File: src/rtl/ysyx_22040759_define.sv
// Shared decode definitions for the ysyx_22040759 pipeline.
// Bus widths, opcode/funct3 codes and inter-stage bundle layouts.
package ysyx_22040759_define;

    localparam int FS_DS_BUS_W = 96;
    localparam int BR_BUS_W    = 65;
    localparam int DS_ES_BUS_W = 288;

    localparam logic [6:0] OP_JAL    = 7'b1101111;
    localparam logic [6:0] OP_JALR   = 7'b1100111;
    localparam logic [6:0] OP_BRANCH = 7'b1100011;
    localparam logic [6:0] OP_LUI    = 7'b0110111;
    localparam logic [6:0] OP_AUIPC  = 7'b0010111;
    localparam logic [6:0] OP_LOAD   = 7'b0000011;
    localparam logic [6:0] OP_STORE  = 7'b0100011;
    localparam logic [6:0] OP_IMM    = 7'b0010011;
    localparam logic [6:0] OP_IMM32  = 7'b0011011;

    localparam logic [2:0] F3_BEQ  = 3'b000;
    localparam logic [2:0] F3_BNE  = 3'b001;
    localparam logic [2:0] F3_BLT  = 3'b100;
    localparam logic [2:0] F3_BGE  = 3'b101;
    localparam logic [2:0] F3_BLTU = 3'b110;
    localparam logic [2:0] F3_BGEU = 3'b111;

    typedef struct packed {
        logic [31:0] inst;
        logic [63:0] pc;
    } fs_ds_bus_t;

    typedef struct packed {
        logic        taken;
        logic [63:0] target;
    } br_bus_t;

    typedef struct packed {
        logic [63:0] imm;
        logic [63:0] rs2_val;
        logic [63:0] rs1_val;
        logic [31:0] inst;
        logic [63:0] pc;
    } ds_es_bus_t;

endpackage

File: src/rtl/ysyx_22040759_br_unit.sv
// Branch resolution: condition compare and target adder for JAL/JALR/B*.
// Purely combinational; the caller gates the result with its fire signal.
module ysyx_22040759_br_unit
    import ysyx_22040759_define::*;
(
    input  logic [63:0] pc_i,
    input  logic [31:0] inst_i,
    input  logic [63:0] rs1_val_i,
    input  logic [63:0] rs2_val_i,
    input  logic [63:0] imm_i_i,
    input  logic [63:0] imm_b_i,
    input  logic [63:0] imm_j_i,
    output logic        taken_o,
    output logic [63:0] target_o
);

    logic [6:0] opcode;
    logic [2:0] funct3;
    logic       is_jal;
    logic       is_jalr;
    logic       is_br;
    logic       cond;

    assign opcode  = inst_i[6:0];
    assign funct3  = inst_i[14:12];
    assign is_jal  = (opcode == OP_JAL);
    assign is_jalr = (opcode == OP_JALR);
    assign is_br   = (opcode == OP_BRANCH);

    always_comb begin
        cond = 1'b0;
        case (funct3)
            F3_BEQ:  cond = (rs1_val_i == rs2_val_i);
            F3_BNE:  cond = (rs1_val_i != rs2_val_i);
            F3_BLT:  cond = ($signed(rs1_val_i) <  $signed(rs2_val_i));
            F3_BGE:  cond = ($signed(rs1_val_i) >= $signed(rs2_val_i));
            F3_BLTU: cond = (rs1_val_i <  rs2_val_i);
            F3_BGEU: cond = (rs1_val_i >= rs2_val_i);
            default: cond = 1'b0;
        endcase
    end

    always_comb begin
        taken_o  = 1'b0;
        target_o = 64'h0;
        unique case (1'b1)
            is_jal: begin
                taken_o  = 1'b1;
                target_o = pc_i + imm_j_i;
            end
            is_jalr: begin
                taken_o  = (funct3 == 3'b000);
                target_o = (rs1_val_i + imm_i_i) & ~64'h1;
            end
            is_br: begin
                taken_o  = cond;
                target_o = pc_i + imm_b_i;
            end
            default: ;
        endcase
    end

endmodule

File: src/rtl/ysyx_22040759_id_stage.sv
// Decode stage: latches fetch bus, resolves control transfers,
// cancels the one wrong-path fetch after a taken transfer.
module ysyx_22040759_id_stage
    import ysyx_22040759_define::*;
(
    input  logic                   clk,
    input  logic                   rst,
    input  logic                   fs_to_ds_valid,
    input  logic [FS_DS_BUS_W-1:0] fs_to_ds_bus,
    output logic                   ds_allowin,
    output logic [BR_BUS_W-1:0]    br_bus,
    output logic [4:0]             rf_raddr1,
    output logic [4:0]             rf_raddr2,
    input  logic [63:0]            rf_rdata1,
    input  logic [63:0]            rf_rdata2,
    input  logic                   ds_stall,
    input  logic                   es_allowin,
    output logic                   ds_to_es_valid,
    output logic [DS_ES_BUS_W-1:0] ds_to_es_bus
);

    logic       ds_valid_q;
    logic       ds_valid_d;
    fs_ds_bus_t ds_bus_q;
    fs_ds_bus_t ds_bus_d;
    logic       drop_next_q;
    logic       drop_next_d;

    logic        ds_ready_go;
    logic        fire;
    logic        accept;
    logic [31:0] inst;
    logic [63:0] pc;
    logic [6:0]  opcode;
    logic [63:0] imm_i;
    logic [63:0] imm_s;
    logic [63:0] imm_b;
    logic [63:0] imm_u;
    logic [63:0] imm_j;
    logic [63:0] imm;
    logic        bu_taken;
    logic [63:0] bu_target;
    br_bus_t     br;
    ds_es_bus_t  out_bus;

    assign inst   = ds_bus_q.inst;
    assign pc     = ds_bus_q.pc;
    assign opcode = inst[6:0];

    assign ds_ready_go    = !ds_stall;
    assign ds_allowin     = !ds_valid_q || (ds_ready_go && es_allowin);
    assign ds_to_es_valid = ds_valid_q && ds_ready_go;
    assign fire           = ds_valid_q && ds_ready_go && es_allowin;
    assign accept         = fs_to_ds_valid && ds_allowin;

    assign rf_raddr1 = inst[19:15];
    assign rf_raddr2 = inst[24:20];

    assign imm_i = {{52{inst[31]}}, inst[31:20]};
    assign imm_s = {{52{inst[31]}}, inst[31:25], inst[11:7]};
    assign imm_b = {{51{inst[31]}}, inst[31], inst[7],
                    inst[30:25], inst[11:8], 1'b0};
    assign imm_u = {{32{inst[31]}}, inst[31:12], 12'h0};
    assign imm_j = {{43{inst[31]}}, inst[31], inst[19:12],
                    inst[20], inst[30:21], 1'b0};

    always_comb begin
        imm = 64'h0;
        case (opcode)
            OP_LOAD, OP_IMM, OP_IMM32, OP_JALR: imm = imm_i;
            OP_STORE:                           imm = imm_s;
            OP_BRANCH:                          imm = imm_b;
            OP_LUI, OP_AUIPC:                   imm = imm_u;
            OP_JAL:                             imm = imm_j;
            default:                            imm = 64'h0;
        endcase
    end

    ysyx_22040759_br_unit u_br_unit (
        .pc_i      (pc),
        .inst_i    (inst),
        .rs1_val_i (rf_rdata1),
        .rs2_val_i (rf_rdata2),
        .imm_i_i   (imm_i),
        .imm_b_i   (imm_b),
        .imm_j_i   (imm_j),
        .taken_o   (bu_taken),
        .target_o  (bu_target)
    );

    // A transfer only counts when the instruction actually leaves decode.
    assign br.taken  = fire && bu_taken;
    assign br.target = br.taken ? bu_target : 64'h0;
    assign br_bus    = br;

    assign out_bus.imm     = imm;
    assign out_bus.rs2_val = rf_rdata2;
    assign out_bus.rs1_val = rf_rdata1;
    assign out_bus.inst    = inst;
    assign out_bus.pc      = pc;
    assign ds_to_es_bus    = out_bus;

    always_comb begin
        ds_valid_d  = ds_valid_q;
        ds_bus_d    = ds_bus_q;
        drop_next_d = drop_next_q;
        if (ds_allowin) begin
            ds_valid_d = fs_to_ds_valid && !drop_next_q;
        end
        if (accept) begin
            ds_bus_d    = fs_to_ds_bus;
            drop_next_d = 1'b0;
        end
        if (br.taken) begin
            drop_next_d = 1'b1;
        end
    end

    always_ff @(posedge clk) begin
        if (rst) begin
            ds_valid_q  <= 1'b0;
            ds_bus_q    <= '0;
            drop_next_q <= 1'b0;
        end else begin
            ds_valid_q  <= ds_valid_d;
            ds_bus_q    <= ds_bus_d;
            drop_next_q <= drop_next_d;
        end
    end

endmodule

File: config.mk
export PLATFORM = sky130hd
export DESIGN_NAME = ysyx_22040759_id_stage
export DESIGN_NICKNAME = d
export VERILOG_FILES = /design/src/rtl/ysyx_22040759_define.sv /design/src/rtl/ysyx_22040759_br_unit.sv /design/src/rtl/ysyx_22040759_id_stage.sv
export SDC_FILE = /design/constraint.sdc
export NUM_CORES = 1
export LEC_CHECK = 0
export BUFFER_PORTS_ARGS = -buffer_cell sky130_fd_sc_hd__buf_4
export CAP_MARGIN = 20
export CELL_PAD_IN_SITES_DETAIL_PLACEMENT = 0
export CELL_PAD_IN_SITES_GLOBAL_PLACEMENT = 1
export CORE_AREA = 2 2 229 231
export DETAILED_ROUTE_END_ITERATION = 10
export DIE_AREA = 0 0 231 233
export GPL_TIMING_DRIVEN = 0
export PLACE_DENSITY = 0.8
export SLEW_MARGIN = 20
export SYNTH_ARGS = -nofsm -noshare
export SYNTH_HDL_FRONTEND = slang
export SYNTH_SLANG_ARGS = --single-unit
export TNS_END_PERCENT = 1
File: constraint.sdc
create_clock -name clk -period 7.3 [get_ports clk]
set_input_delay 0.365 -clock clk [delete_from_list [all_inputs] [get_ports clk]]
set_output_delay 0.365 -clock clk [all_outputs]
set_load 0.05 [all_outputs]
## After elaboration in Yosys (flattened, before gate mapping)

Index checks and enable logic that the tools add are counted.

| cells by class | value |
|---|---|
| $add $sub $neg | 3 |
| $lt $le $gt $ge | 4 |
| equal/unequal tests | 16 |
| mux-type cells | 7 |
| reductions and logical operators | 14 |

Operators with widths:

| kind | number |
|---|---|
| 64-bit case mux with 5 select lines | 1 |
| 64-bit adder | 3 |
| 64-bit case mux with 3 select lines | 1 |
| 64-bit >= comparator | 2 |
| 64-bit < comparator | 2 |
| 64-bit equality test | 1 |
| 64-bit 2-to-1 mux | 1 |
| 64-bit inequality test | 1 |
| 7-bit by 5-bit equality test with 1-bit output (second input constant) | 3 |
| 7-bit equality test (second input constant) | 3 |
| 7-bit by 6-bit equality test with 1-bit output (second input constant) | 2 |
| 3-bit equality test (second input constant) | 4 |
| 7-bit by 2-bit equality test with 1-bit output (second input constant) | 1 |
| 1-bit logical AND | 6 |
| 1-bit case mux with 6 select lines | 1 |
| 4-bit OR reduction | 1 |
| 3-bit by 1-bit equality test with 1-bit output (second input constant) | 1 |
| 1-bit logical NOT | 3 |
| 3-bit logical NOT | 1 |
| 1-bit case mux with 3 select lines | 1 |
| 1-bit 2-to-1 mux | 2 |
| 2-bit nonzero test | 1 |
| 2-bit OR reduction | 1 |
| 1-bit logical OR | 1 |

| word-level totals | value |
|---|---|
| bits in registers | 98 |
| input bits | 229 |

## Logic depth before layout (Yosys ltp)

| depth | value |
|---|---|
| word-level depth | 6 |
| depth in mapped cells | 18 |
| gate-level depth less buffers | 18 |

## Hierarchy

A second synthesis with hierarchy kept.

| second synthesis, totals | value |
|---|---|
| cells, all modules | 2219 |
| area, all modules | 16316.9 µm² |

By module, submodules not included:

| module | instances | cells an instance | area each (µm²) | seq. area each (µm²) |
|---|---|---|---|---|
| ysyx_22040759_br_unit | 1 | 1482 | 10737.8 | 0.0 |
| ysyx_22040759_id_stage | 1 | 737 | 5579.1 | 1961.9 |

## Least setup slack after synthesis

OpenSTA, ideal clock, no wires.

| path | value |
|---|---|
| path type | flip-flop to output port |
| from | reg ds_bus_q (netlist bit inst[31]) |
| to | out br_bus[48] |
| data arrival time | 6.395 ns |
| data required time | 6.935 ns |
| setup slack | 0.540 ns |
| cell stages (with the launch flop) | 15 |
| path buffers | 0 |
| cells stage by stage | dfxtp_1 -> inv_1 -> nor2_1 -> a21o_1 -> ha_1 -> a21oi_1 -> o21ai_0 -> or3_1 -> a31oi_1 -> o21ai_1 -> a41oi_2 -> o21bai_1 -> o31ai_1 -> nand3_1 -> a31oi_1 |

| between the ends | value |
|---|---|
| cells in the longest elaborated chain, start to end | 3 |
| elaborated cells between the ends (all ways) | 5 |
| those cells by class | add/sub: 3; mux: 2 |

Ends and longest elaborated chain:

| item | RTL line | text |
|---|---|---|
| start, declared | ysyx_22040759_id_stage.sv:24 | `fs_ds_bus_t ds_bus_q;` |
| start signal, assigned | ysyx_22040759_id_stage.sv:126 | `ds_bus_q <= ds_bus_d;` |
| 64-bit adder, on equally long branches | ysyx_22040759_br_unit.sv:57, ysyx_22040759_br_unit.sv:49, ysyx_22040759_br_unit.sv:53 |  |
| 64-bit case mux with 3 select lines (*) | ysyx_22040759_br_unit.sv:46 | `unique case (1'b1)` |
| 64-bit 2-to-1 mux (*) | ysyx_22040759_id_stage.sv:93 | `assign br.target = br.taken ? bu_target : 64'h0;` |
| end, declared | ysyx_22040759_id_stage.sv:11 | `output logic [BR_BUS_W-1:0] br_bus,` |

Every way passes the cells marked *; elsewhere a longest branch is shown, timed or not.

## Worst setup path in the final report

| path | value |
|---|---|
| from | reg ds_bus_q (netlist bit inst[4]) |
| to | out br_bus[58] |

| between the ends | value |
|---|---|
| cells in the longest elaborated chain, start to end | 4 |
| elaborated cells between the ends (all ways) | 7 |
| those cells by class | eq/ne: 3; mux: 3; reduce/logical: 1 |

Ends and longest elaborated chain:

| item | RTL line | text |
|---|---|---|
| 7-bit equality test, on equally long branches | ysyx_22040759_br_unit.sv:28, ysyx_22040759_br_unit.sv:26, ysyx_22040759_br_unit.sv:27 |  |
| 1-bit case mux with 3 select lines | ysyx_22040759_br_unit.sv:46 |  |
| 1-bit logical AND | ysyx_22040759_id_stage.sv:92 | `assign br.taken = fire && bu_taken;` |
| 64-bit 2-to-1 mux (*) | ysyx_22040759_id_stage.sv:93 |  |

Marked as above.

==> results.tsv <==
stage	metric	value	unit
route	DRC	0	
power_and_ir_drop	Net Sw Frac	45.22	%
clocking	Max Root-Sink Buffers	2	
job	Max-cap violations	0	
sta	worst-margin pin slew	1.088	ns
power_and_ir_drop	Comb pwr share	52.1	%
critical_path	sequence of cells on the critical path	nand2b_1 -> nor4_2 -> nand2_1 -> clkbuf_1 -> a21o_1 -> ha_1 -> clkbuf_2 -> nand3_1 -> nor3_1 -> a31oi_1 -> o21ai_1 -> a41oi_2 -> o31ai_1 -> nand2_1 -> a211o_1 -> a31oi_2 -> buf_4	
power_and_ir_drop	leakage dissipation	10.40	nW
sta	Worst Clk Skew	0.01262	ns
power_and_ir_drop	Clock Power Share	21.7	%
cells_and_area	diode count	0	
sta	Final min period	6.755	ns
clocking	CTS tree	built	
yosys	yosys warns	0	
yosys	area share of the largest cell type after synthesis	15.75	%
power_and_ir_drop	Peak VDD IR	0.1297	mV
placement	gpl congestion	0.9365	
clocking	Post-CTS Hold Fix Bufs	0	
critical_path	RR Startpoint	inst[4]	
yosys	Mean Syn Cell Area	6.958	µm²
critical_path	cell mode on critical path	nand2_1	
floorplanning	Initial Util	29.22	%
floorplanning	chip width	231	µm
clocking	Resized cells post-CTS	0	
critical_path	Bufs and invs on worst path	3	
hold_path	Hold WC Path Type	in -> reg	
yosys	Yosys reg bits	98	
sta	Hold Fails Final Rpt	0	
floorplanning	Core Footprint	51090	µm²
sta	Final Slew Violations	0	
cells_and_area	non-filler instance count after layout	3435	
critical_path	critical path launch point type	register	
yosys	syn nets	2565	
critical_path	Reg2Reg Setup Slack	4.31	ns
sta	Finish-stage setup viols	0	
cells_and_area	layout cells sized above 1	29.73	%
route	drt initial violations	1083	
hold_path	hold worst-path end	pc[7]	
sta	setup_tns	0	ns
cells_and_area	area grow syn2layout	37.87	%
power_and_ir_drop	NetSw	1.083	mW
floorplanning	Top-Level Pins	594	
route	Pre-antenna DRT Iters	6	
critical_path	crit path DAT	6.39	ns
critical_path	CP max-delay cell	o31ai_1	
global_routing	global-route wire length before repair	99890	µm
sta	worst rel slew slack	26.88	%
hold_path	WHS Path Cells	3	
power_and_ir_drop	power density over the cells	116.4	nW/µm²
yosys	sequential element share of the synthesized area	13.14	%
route	final wirelength	68440	µm
global_routing	gr ovfl total	0	
placement	post-DP HPWL	57900	µm
clocking	Sink Count	98	
clocking	CTS H-tree lvls	3	
power_and_ir_drop	internal power	1.312	mW
power_and_ir_drop	share of power burned in registers	26.2	%
critical_path	critical path class	reg -> out	
yosys	Top FF cell, synth	dfxtp_1	
sta	Final period util	92.53	%
floorplanning	DIE AREA	53820	µm²
route	DR WL/cell	19.92	µm
yosys	Synth cell types	73	
placement	Placed Cells	3419	
clocking	clock buffer count from CTS	9	
clocking	Clock Latency Late Sink	0.38	ns
global_routing	vias in the first global route	16680	
cells_and_area	Net count, final	3169	
floorplanning	Rows	83	
hold_path	Hold Startpoint	fs_to_ds_bus[7]	
clocking	cell chosen for the clock root	clkbuf_16	
critical_path	CP delay by family, top	compound AO/OA/AOI/OAI gates	
yosys	asr flop ratio synth	0	%
global_routing	largest net degree at the start of global routing	66	
route	antenna viol nets, final	0	
yosys	Synth area leaders	ha_1 16%, dfxtp_1 13%, a21oi_1 8.9%, buf_4 8.8%, nand2_1 8.1%	
critical_path	CP max FO	10	
sta	RSZ-0062 raised after global routing	false	
route	via count	17770	
yosys	EDFF count, synth	0	
yosys	Mapped Area	14930	µm²
outcome	status	complete, no violations	
floorplanning	die height	233	µm
critical_path	CP peak stage delay	0.75	ns
critical_path	reg2reg end	drop_next_q	
yosys	cells after synthesis	2146	
critical_path	Critical Path End Type	output pin	
critical_path	Worst Path Required	6.93	ns
global_routing	antenna violations before repair	0	
clocking	Worst-path clk slew	0.08	ns
global_routing	GRT Util Overall	24.15	%
yosys	cell type with the largest total area after synthesis	ha_1	
sta	Fmax	148.0	MHz
critical_path	FF-to-FF path depth	8	
placement	number of port buffers	592	
route	Via-to-Cell Ratio	5.174	
clocking	Setup Fix Bufs, Post-CTS	0	
==> worst reg2reg max path, stage by stage, from the launching register on <==
cell and delay, ns:
dfxtp_1 0.35, nand2b_1 0.20, nor4_2 0.72, nand2_1 0.42
nand2_1 0.33, o2111ai_1 0.20, a311o_1 0.33, buf_4 0.23
a21oi_1 0.15
==> state kept, by name, summed over array words and instances (netlist names) <==
name / count
pc: 64
inst: 32
drop_next_q: 1
ds_valid_q: 1
==> power groups by stage <==
| stage | clock, mW | combinational, mW | sequential, mW |
|---|---|---|---|
| 2_1_floorplan | 0 | 0.722 | 0.719 |
| 3_3_place_gp | 0 | 1.22 | 0.646 |
| 3_5_place_dp | 0 | 1.24 | 0.640 |
| 4_1_cts | 0.532 | 1.24 | 0.627 |
| 5_1_grt | 0.546 | 1.35 | 0.631 |
| 6_report | 0.521 | 1.25 | 0.627 |
==> cell usage after synthesis (all sizes together) (6+ instances only) <==
cell	count
xor2	48
dfxtp	98
a211oi	21
or3	14
and4	7
clkbuf	80
o31ai	12
and2	10
nor2b	28
a21oi	271
nand2b	14
buf	185
o21bai	36
a31oi	17
nand4	40
ha	188
or2	6
nand3	41
o211ai	11
a21o	91
o21a	17
a211o	6
nor2	126
and3	19
nand2	321
o21ai	93
a22oi	46
nor3	21
xnor2	59
o22ai	6
a221oi	7
inv	118
nor4	6
==> cells in the final DEF (no fill, tap or decap), types with 10 or more instances in the layout <==
cell	instances
a21oi_1	266
o21ai_0	91
nand3_1	41
a21o_1	91
clkbuf_1	79
and2_1	10
o31ai_1	11
ha_1	188
nor2_1	126
inv_1	117
buf_4	767
or3_1	14
xor2_1	48
nand4_1	40
nand2b_1	14
o21bai_1	36
xnor2_1	59
o211ai_1	11
and3_1	19
a22oi_1	46
a31oi_1	14
nor3_1	21
nor2b_1	28
o21a_1	17
a211oi_1	21
dfxtp_1	97
nand2_1	321
==> cells by family (layout without fill, tap and decap cells) <==
logic type      Yosys count  in the layout  synth area share (%)
xor+xnor                107            107                 6.276
fa+ha+maj               190            190                 16.02
buf+inv                 383            992                 14.23
flops                    98             98                 13.14
mux                       9              9                0.6368
simple gates            668            668                 20.26
compound gates          691            691                 29.44
==> layout make-up <==
type / count / area [µm²]
clock inverters: 5 / 63.81
multi-input cells: 1665 / 10870
inverters: 118 / 442.9
plain buffers: 265 / 1682
clock buffers: 11 / 242.7
flip-flops and latches: 98 / 1966
repair buffers: 593 / 4472
fillers: 5408 / 30510
well taps: 680 / 850.8
==> per-stage QoR <==
stage | utilization [%] | area [µm²] | worst slack (ns) | hold WS (ns) | power, mW
CTS | 40.29 | 20590 | 0.5793 | 0.2078 | 2.403
global placement | 39.59 | 20230 | -1.368 | 0.4389 | 1.865
global route | 40.29 | 20590 | 0.02389 | 0.2217 | 2.523
detailed placement | 39.69 | 20280 | 1.023 | 0.4506 | 1.876
floorplan | - | 14930 | 0.5401 | 0.4312 | 1.441
finish | 40.29 | 20590 | 0.5455 | 0.2196 | 2.396
==> per-layer routing <==
layer / global-route usage (%) / part of all wire (%) / up-vias
li1: - / - / 8697
met1: 31.99 / 44 / 8408
met2: 42.11 / 49 / 608
met3: 2.304 / 5.3 / 61
met4: 5.464 / 1.7 / 0
met5: 0 / 0 / -
==> worst max-delay path by stage <==
stage              from    endpoint  slack, ns  cells after the start
2_1_floorplan  inst[31]  br_bus[48]       0.54                     14
3_3_place_gp   inst[31]  br_bus[58]      -1.37                     15
3_5_place_dp    inst[4]  br_bus[58]       1.02                     17
4_1_cts         inst[4]  br_bus[58]       0.58                     17
5_1_grt         inst[5]  br_bus[58]       0.02                     17
6_report        inst[4]  br_bus[58]       0.55                     17
No activity file was read; power rests on OpenSTA's default activity.
